File: src/rtl/decimal_key_arbiter_if.sv
// Key-request and code-delivery bundle between the decimal key lines, the
// arbiter, and the downstream encoder consumer.
interface decimal_key_arbiter_if #(
  parameter int N      = 10,
  parameter int CODE_W = 4
);
  logic [N-1:0]      req;
  logic [N-1:0]      grant;
  logic [CODE_W-1:0] code;
  logic              valid;
  logic              ready;
  logic              busy;

  modport master (
    input  req,
    input  ready,
    output grant,
    output code,
    output valid,
    output busy
  );

  modport slave (
    output req,
    output ready,
    input  grant,
    input  code,
    input  valid,
    input  busy
  );
endinterface

File: src/rtl/decimal_key_arbiter.sv
// Round-robin arbiter for ten decimal key lines: latches one winner, delivers its
// code over valid/ready, then waits for that key to be released.
module decimal_key_arbiter #(
  parameter int N      = 10,
  parameter int CODE_W = 4
) (
  input  logic                  clk,
  input  logic                  reset,
  decimal_key_arbiter_if.master bus
);

  localparam logic [1:0] S_IDLE    = 2'd0;
  localparam logic [1:0] S_PRESENT = 2'd1;
  localparam logic [1:0] S_RELEASE = 2'd2;

  logic [1:0]        state_q, state_d;
  logic [CODE_W-1:0] ptr_q,   ptr_d;
  logic [CODE_W-1:0] idx_q,   idx_d;
  logic [CODE_W-1:0] code_q,  code_d;
  logic [N-1:0]      grant_q, grant_d;
  logic              valid_q, valid_d;
  logic              busy_q,  busy_d;

  logic [CODE_W-1:0] sel;
  logic              found;

  // Scan starting at ptr and wrapping 9->0; the first pressed key wins.
  always_comb begin : pick
    int                c;
    logic [CODE_W-1:0] c_idx;
    sel   = '0;
    found = 1'b0;
    c     = 0;
    c_idx = '0;
    for (int k = 0; k < N; k++) begin
      c = int'(ptr_q) + k;
      if (c >= N) c = c - N;
      c_idx = CODE_W'(c);
      if (!found && bus.req[c_idx]) begin
        sel   = c_idx;
        found = 1'b1;
      end
    end
  end

  always_comb begin : next_state
    state_d = state_q;
    ptr_d   = ptr_q;
    idx_d   = idx_q;
    code_d  = code_q;
    grant_d = grant_q;
    valid_d = valid_q;
    busy_d  = busy_q;
    case (state_q)
      S_IDLE: begin
        if (found) begin
          state_d = S_PRESENT;
          idx_d   = sel;
          code_d  = sel;
          grant_d = N'(1) << sel;
          valid_d = 1'b1;
          busy_d  = 1'b1;
        end
      end
      S_PRESENT: begin
        // The winner is latched, so a request dropped during a stall still delivers.
        if (valid_q && bus.ready) begin
          ptr_d   = (code_q == CODE_W'(N - 1)) ? '0 : code_q + 1'b1;
          state_d = S_RELEASE;
          code_d  = '0;
          grant_d = '0;
          valid_d = 1'b0;
        end
      end
      S_RELEASE: begin
        if (!bus.req[idx_q]) begin
          state_d = S_IDLE;
          busy_d  = 1'b0;
        end
      end
      default: begin
        state_d = S_IDLE;
        code_d  = '0;
        grant_d = '0;
        valid_d = 1'b0;
        busy_d  = 1'b0;
      end
    endcase
  end

  always_ff @(posedge clk) begin
    if (reset) begin
      state_q <= S_IDLE;
      ptr_q   <= '0;
      idx_q   <= '0;
      code_q  <= '0;
      grant_q <= '0;
      valid_q <= 1'b0;
      busy_q  <= 1'b0;
    end else begin
      state_q <= state_d;
      ptr_q   <= ptr_d;
      idx_q   <= idx_d;
      code_q  <= code_d;
      grant_q <= grant_d;
      valid_q <= valid_d;
      busy_q  <= busy_d;
    end
  end

  assign bus.grant = grant_q;
  assign bus.code  = code_q;
  assign bus.valid = valid_q;
  assign bus.busy  = busy_q;

endmodule

File: src/flat_wrapper.sv
// flat-port wrapper written by rule: the top's interface ports become plain ports
module decimal_key_arbiter_flat 
#(
  parameter int N      = 10,
  parameter int CODE_W = 4
)
  (clk, reset, bus_req, bus_ready, bus_grant, bus_code, bus_valid, bus_busy);
  decimal_key_arbiter_if #(.N(N), .CODE_W(CODE_W)) bus_i ();
  input  logic clk;
  input  logic reset;
  input wire logic [$bits(bus_i.req)-1:0] bus_req;
  input wire logic [$bits(bus_i.ready)-1:0] bus_ready;
  output wire logic [$bits(bus_i.grant)-1:0] bus_grant;
  output wire logic [$bits(bus_i.code)-1:0] bus_code;
  output wire logic [$bits(bus_i.valid)-1:0] bus_valid;
  output wire logic [$bits(bus_i.busy)-1:0] bus_busy;
  assign bus_i.req = bus_req;
  assign bus_i.ready = bus_ready;
  assign bus_grant = bus_i.grant;
  assign bus_code = bus_i.code;
  assign bus_valid = bus_i.valid;
  assign bus_busy = bus_i.busy;
  decimal_key_arbiter #(.N(N), .CODE_W(CODE_W)) u_core (.clk(clk), .reset(reset), .bus(bus_i));
endmodule
File: config.mk
export PLATFORM = sky130hd
export DESIGN_NAME = decimal_key_arbiter_flat
export DESIGN_NICKNAME = d
export VERILOG_FILES = /design/src/rtl/decimal_key_arbiter_if.sv /design/src/rtl/decimal_key_arbiter.sv /design/src/flat_wrapper.sv
export SDC_FILE = /design/constraint.sdc
export NUM_CORES = 1
export LEC_CHECK = 0
export CAP_MARGIN = 5
export CORE_MARGIN = 10
export CORE_UTILIZATION = 55
export DETAILED_ROUTE_END_ITERATION = 6
export MAX_ROUTING_LAYER = met4
export PLACE_DENSITY = 0.78
export SYNTH_ARGS = -nofsm -noshare
export SYNTH_HDL_FRONTEND = slang
export SYNTH_SLANG_ARGS = --single-unit
File: constraint.sdc
create_clock -name clk -period 4.6 [get_ports clk]
set_clock_uncertainty 0.05 [all_clocks]
set_input_delay 0.92 -clock clk [delete_from_list [all_inputs] [get_ports clk]]
set_output_delay 0.92 -clock clk [all_outputs]
set_load 0.005 [all_outputs]
==> summary.txt, run 1 <==
DRT antenna net count: 0
Via count: 4265
DP Wirelength: 10.11 mm
Pwr/cell area: 271.6 nW/um^2
Arrival time worst endpoint: 4.48 ns
CTS Hold Bufs: 0
Share of flip-flops with an asynchronous set or reset: 0%
Top delay family on crit path: compound AO/OA/AOI/OAI gates
Top cell type's share of synthesized area: 12.61%
Cell taking the most area after synthesis: dfxtp_1
Number of DRC markers in iteration 0: 312
Post-Syn Area per Cell: 8.080 um^2
CP Launch Type: register
Unrepaired setup endpoints after global routing: false
Syn Inst Count: 511
Critical R2R Launch: u_core.ptr_q[1]
DRT Pass-1 Iters: 5
RePlAce Congestion: 1.022
Yosys warnings: 0
CTS Buf Count: 3
Share of cells above drive strength 1: 17.25%
Fillers: 679
Worst skew pair latency: 0.27 ns
Fin. Hold Viols: 0
WP buf/inv: 4
Minimum hold slack: 0.4148 ns
Count of final setup violators: 0
CTS tree: built
Cell count along the critical path: 16
Largest net degree at the start of global routing: 39
Vias in the first global route: 4000
HP Start: u_core.bus.busy
Final Cycle Share: 93.84%
Area growth, synth to finish: 12.48%
Worst vdd ir: 0.1810 mV
Final WL: 12.70 mm
# nets final: 581
Worst Reg-to-Reg Cells: 16
Seq/Total Area, Yosys: 12.61%
Tot Pwr: 1.262 mW
P_leak: 1.750 nW
Status: complete, no violations
Worst flop-to-flop path endpoint: u_core.bus.grant[1]
Number of synthesized register bits: 26
Worst-path maximum fanout: 10
Final WS setup: 0.2835 ns
Post-synth EDFFs: 0
Port Buffer Count: 28
Largest cells by area after synthesis: dfxtp_1 (13%), mux2i_1 (6.5%), ha_1 (6.4%)
Hold depth: 2
All-Layer GR Usage: 22.19%
Setup CP Type: register to register
Synth cell types: 97
Main synth FF type: dfxtp_1
Worst-margin pin slew: 1.025 ns
Io pins: 29
Die area: 11370 um^2
Worst-path clk slew: 0.10 ns
Slew HR: 31.55%
Critical Path RT: 4.77 ns
Antenna Cells: 0
Mapped cell area: 4129 um^2
Row count: 31
Number of H-tree levels: 1
Flop-to-flop setup slack: 0.28 ns
Residual DRC count: 0
Crit-path cells: inv_1 > buf_4 > ha_1 > inv_1 > fa_1 > nor3b_2 > or3_1 > a211oi_2 > o22ai_1 > and4b_2 > nand2_4 > o31ai_4 > a21boi_4 > nor2b_1 > buf_4 > a22o_1
Hold path endpoint: u_core.bus.busy
Core area: 7292 um^2
Root Driver: clkbuf_8
Total Neg Setup Slack: 0 ns
Min cycle time layout: 4.316 ns
Max Slew Vio Count: 0
Final Util: 63.69%
Die W: 106.6 um
F_max: 231.7 MHz
Clk buf depth: 2
Slowest cell delay on critical path: 0.52 ns
Critical path's slowest cell: fa_1
Global-route wire length before repair: 20.42 mm
Wire per inst: 19.72 um
Global route overflow: 0
Max Cap Viol: 0
Worst setup EP type: register
Sink Count: 26
Chip Height: 106.6 um
Synth Net Count: 546
Hold Crit Class: register to register
Via density: 6.623
Initial antenna violation count: 0
Initial Util: 56.62%
DP Worst Slack: 0.06549 ns
## report_power, final
group          internal, mW  switching, mW  total, mW
clock network         0.116         0.0785      0.195
registers             0.250         0.0274      0.277
logic                 0.343          0.446      0.789
total                 0.710          0.552       1.26
## kinds of logic (layout without fill, tap and decap cells)
family,count (synthesis),count (layout),share of synthesized area (%)
DFF,26,26,12.61
adders and majority gates,22,22,6.848
xor gates and xnor gates,17,17,3.970
AOI/OAI and AO/OA,164,164,31.73
buffers and inverters,47,81,6.182
and+or+nand+nor,189,189,25.15
muxes,46,46,13.52
## cells in the final DEF, fill, tap and decap left out, types with 5 or more instances in the layout
cell	instances
a211o_1	6
a211oi_1	8
a21o_1	8
a21oi_1	29
and2_1	5
buf_4	28
clkdlybuf4s50_1	28
dfxtp_1	25
ha_1	21
inv_1	19
mux2_2	11
mux2i_1	27
mux4_2	6
nand2_1	52
nand2b_1	10
nand3_1	5
nand3b_1	7
nand4_1	7
nor2_1	35
nor2b_1	14
nor3_1	18
nor4_1	6
o21ai_0	22
xnor2_1	13
## cell type report
class                      instances  area (um^2)  area share, %
tap                               99        123.9          2.667
timing repair buffer              56        490.5          10.56
clock buffer                       3        41.29         0.8890
multi-input combinational        438         3358          72.31
clock inverter                     1        30.03         0.6466
sequential                        26        521.8          11.23
inverter                          21        78.83          1.697
## cell usage after synthesis (10+ instances only)
cell type,number
a21oi_1,29
nand2b_1,10
dfxtp_1,26
ha_1,21
o21ai_0,22
nand2_1,52
inv_1,19
mux2i_1,27
mux2_2,11
nor2b_1,14
xnor2_1,13
nor2_1,35
buf_2,10
nor3_1,18
## timing repair
action,4_1_cts,5_1_grt
buffers inserted,0,0
endpoints found under the setup margin,0,9
resized for setup,0,1
hold endpoints to repair,0,0
## state kept, by name, summed over array words and instances (netlist names)
register / flops
u_core.state_q: 2
u_core.bus.code: 4
u_core.bus.valid: 1
u_core.bus.busy: 1
u_core.ptr_q: 4
u_core.bus.grant: 10
u_core.idx_q: 4
## worst reg2reg max path: stages, from the launching register on
cell      delay [ns]
dfxtp_1         0.37
inv_1           0.09
buf_4           0.19
ha_1            0.18
inv_1           0.06
fa_1            0.52
nor3b_2         0.07
or3_1           0.42
a211oi_2        0.39
o22ai_1         0.22
and4b_2         0.40
nand2_4         0.12
o31ai_4         0.45
a21boi_4        0.25
nor2b_1         0.15
buf_4           0.18
a22o_1          0.15
## worst max path at each step
stage                    start                   to  slack, ns
2_1_floorplan  u_core.ptr_q[0]  u_core.bus.grant[2]       0.02
3_3_place_gp        bus_req[4]  u_core.bus.grant[7]       0.20
3_5_place_dp        bus_req[4]  u_core.bus.grant[6]       0.07
4_1_cts        u_core.ptr_q[2]  u_core.bus.grant[1]       0.21
5_1_grt        u_core.ptr_q[1]  u_core.bus.grant[6]       0.07
6_report       u_core.ptr_q[1]  u_core.bus.grant[1]       0.28
## routing by layer
metal  share of wire, %  global-route usage [%]
met2                 45                   34.02
met3                5.5                   1.796
met1                 45                   28.82
met5                  0                       -
met4                4.9                   10.83
## metrics by stage
stage	cells	area (um^2)
floorplan	511	4135
global placement	640	4572
detailed placement	640	4572
CTS	644	4643
global route	644	4644
finish	644	4644
No activity file was read; power rests on OpenSTA's default activity.
==> run 2, diff against run 1 <==
- HOLD_SLACK_MARGIN: unset -> 0.06
==> results of run 2 <==
Final layout, timing and power as in run 1 (identical DEF).
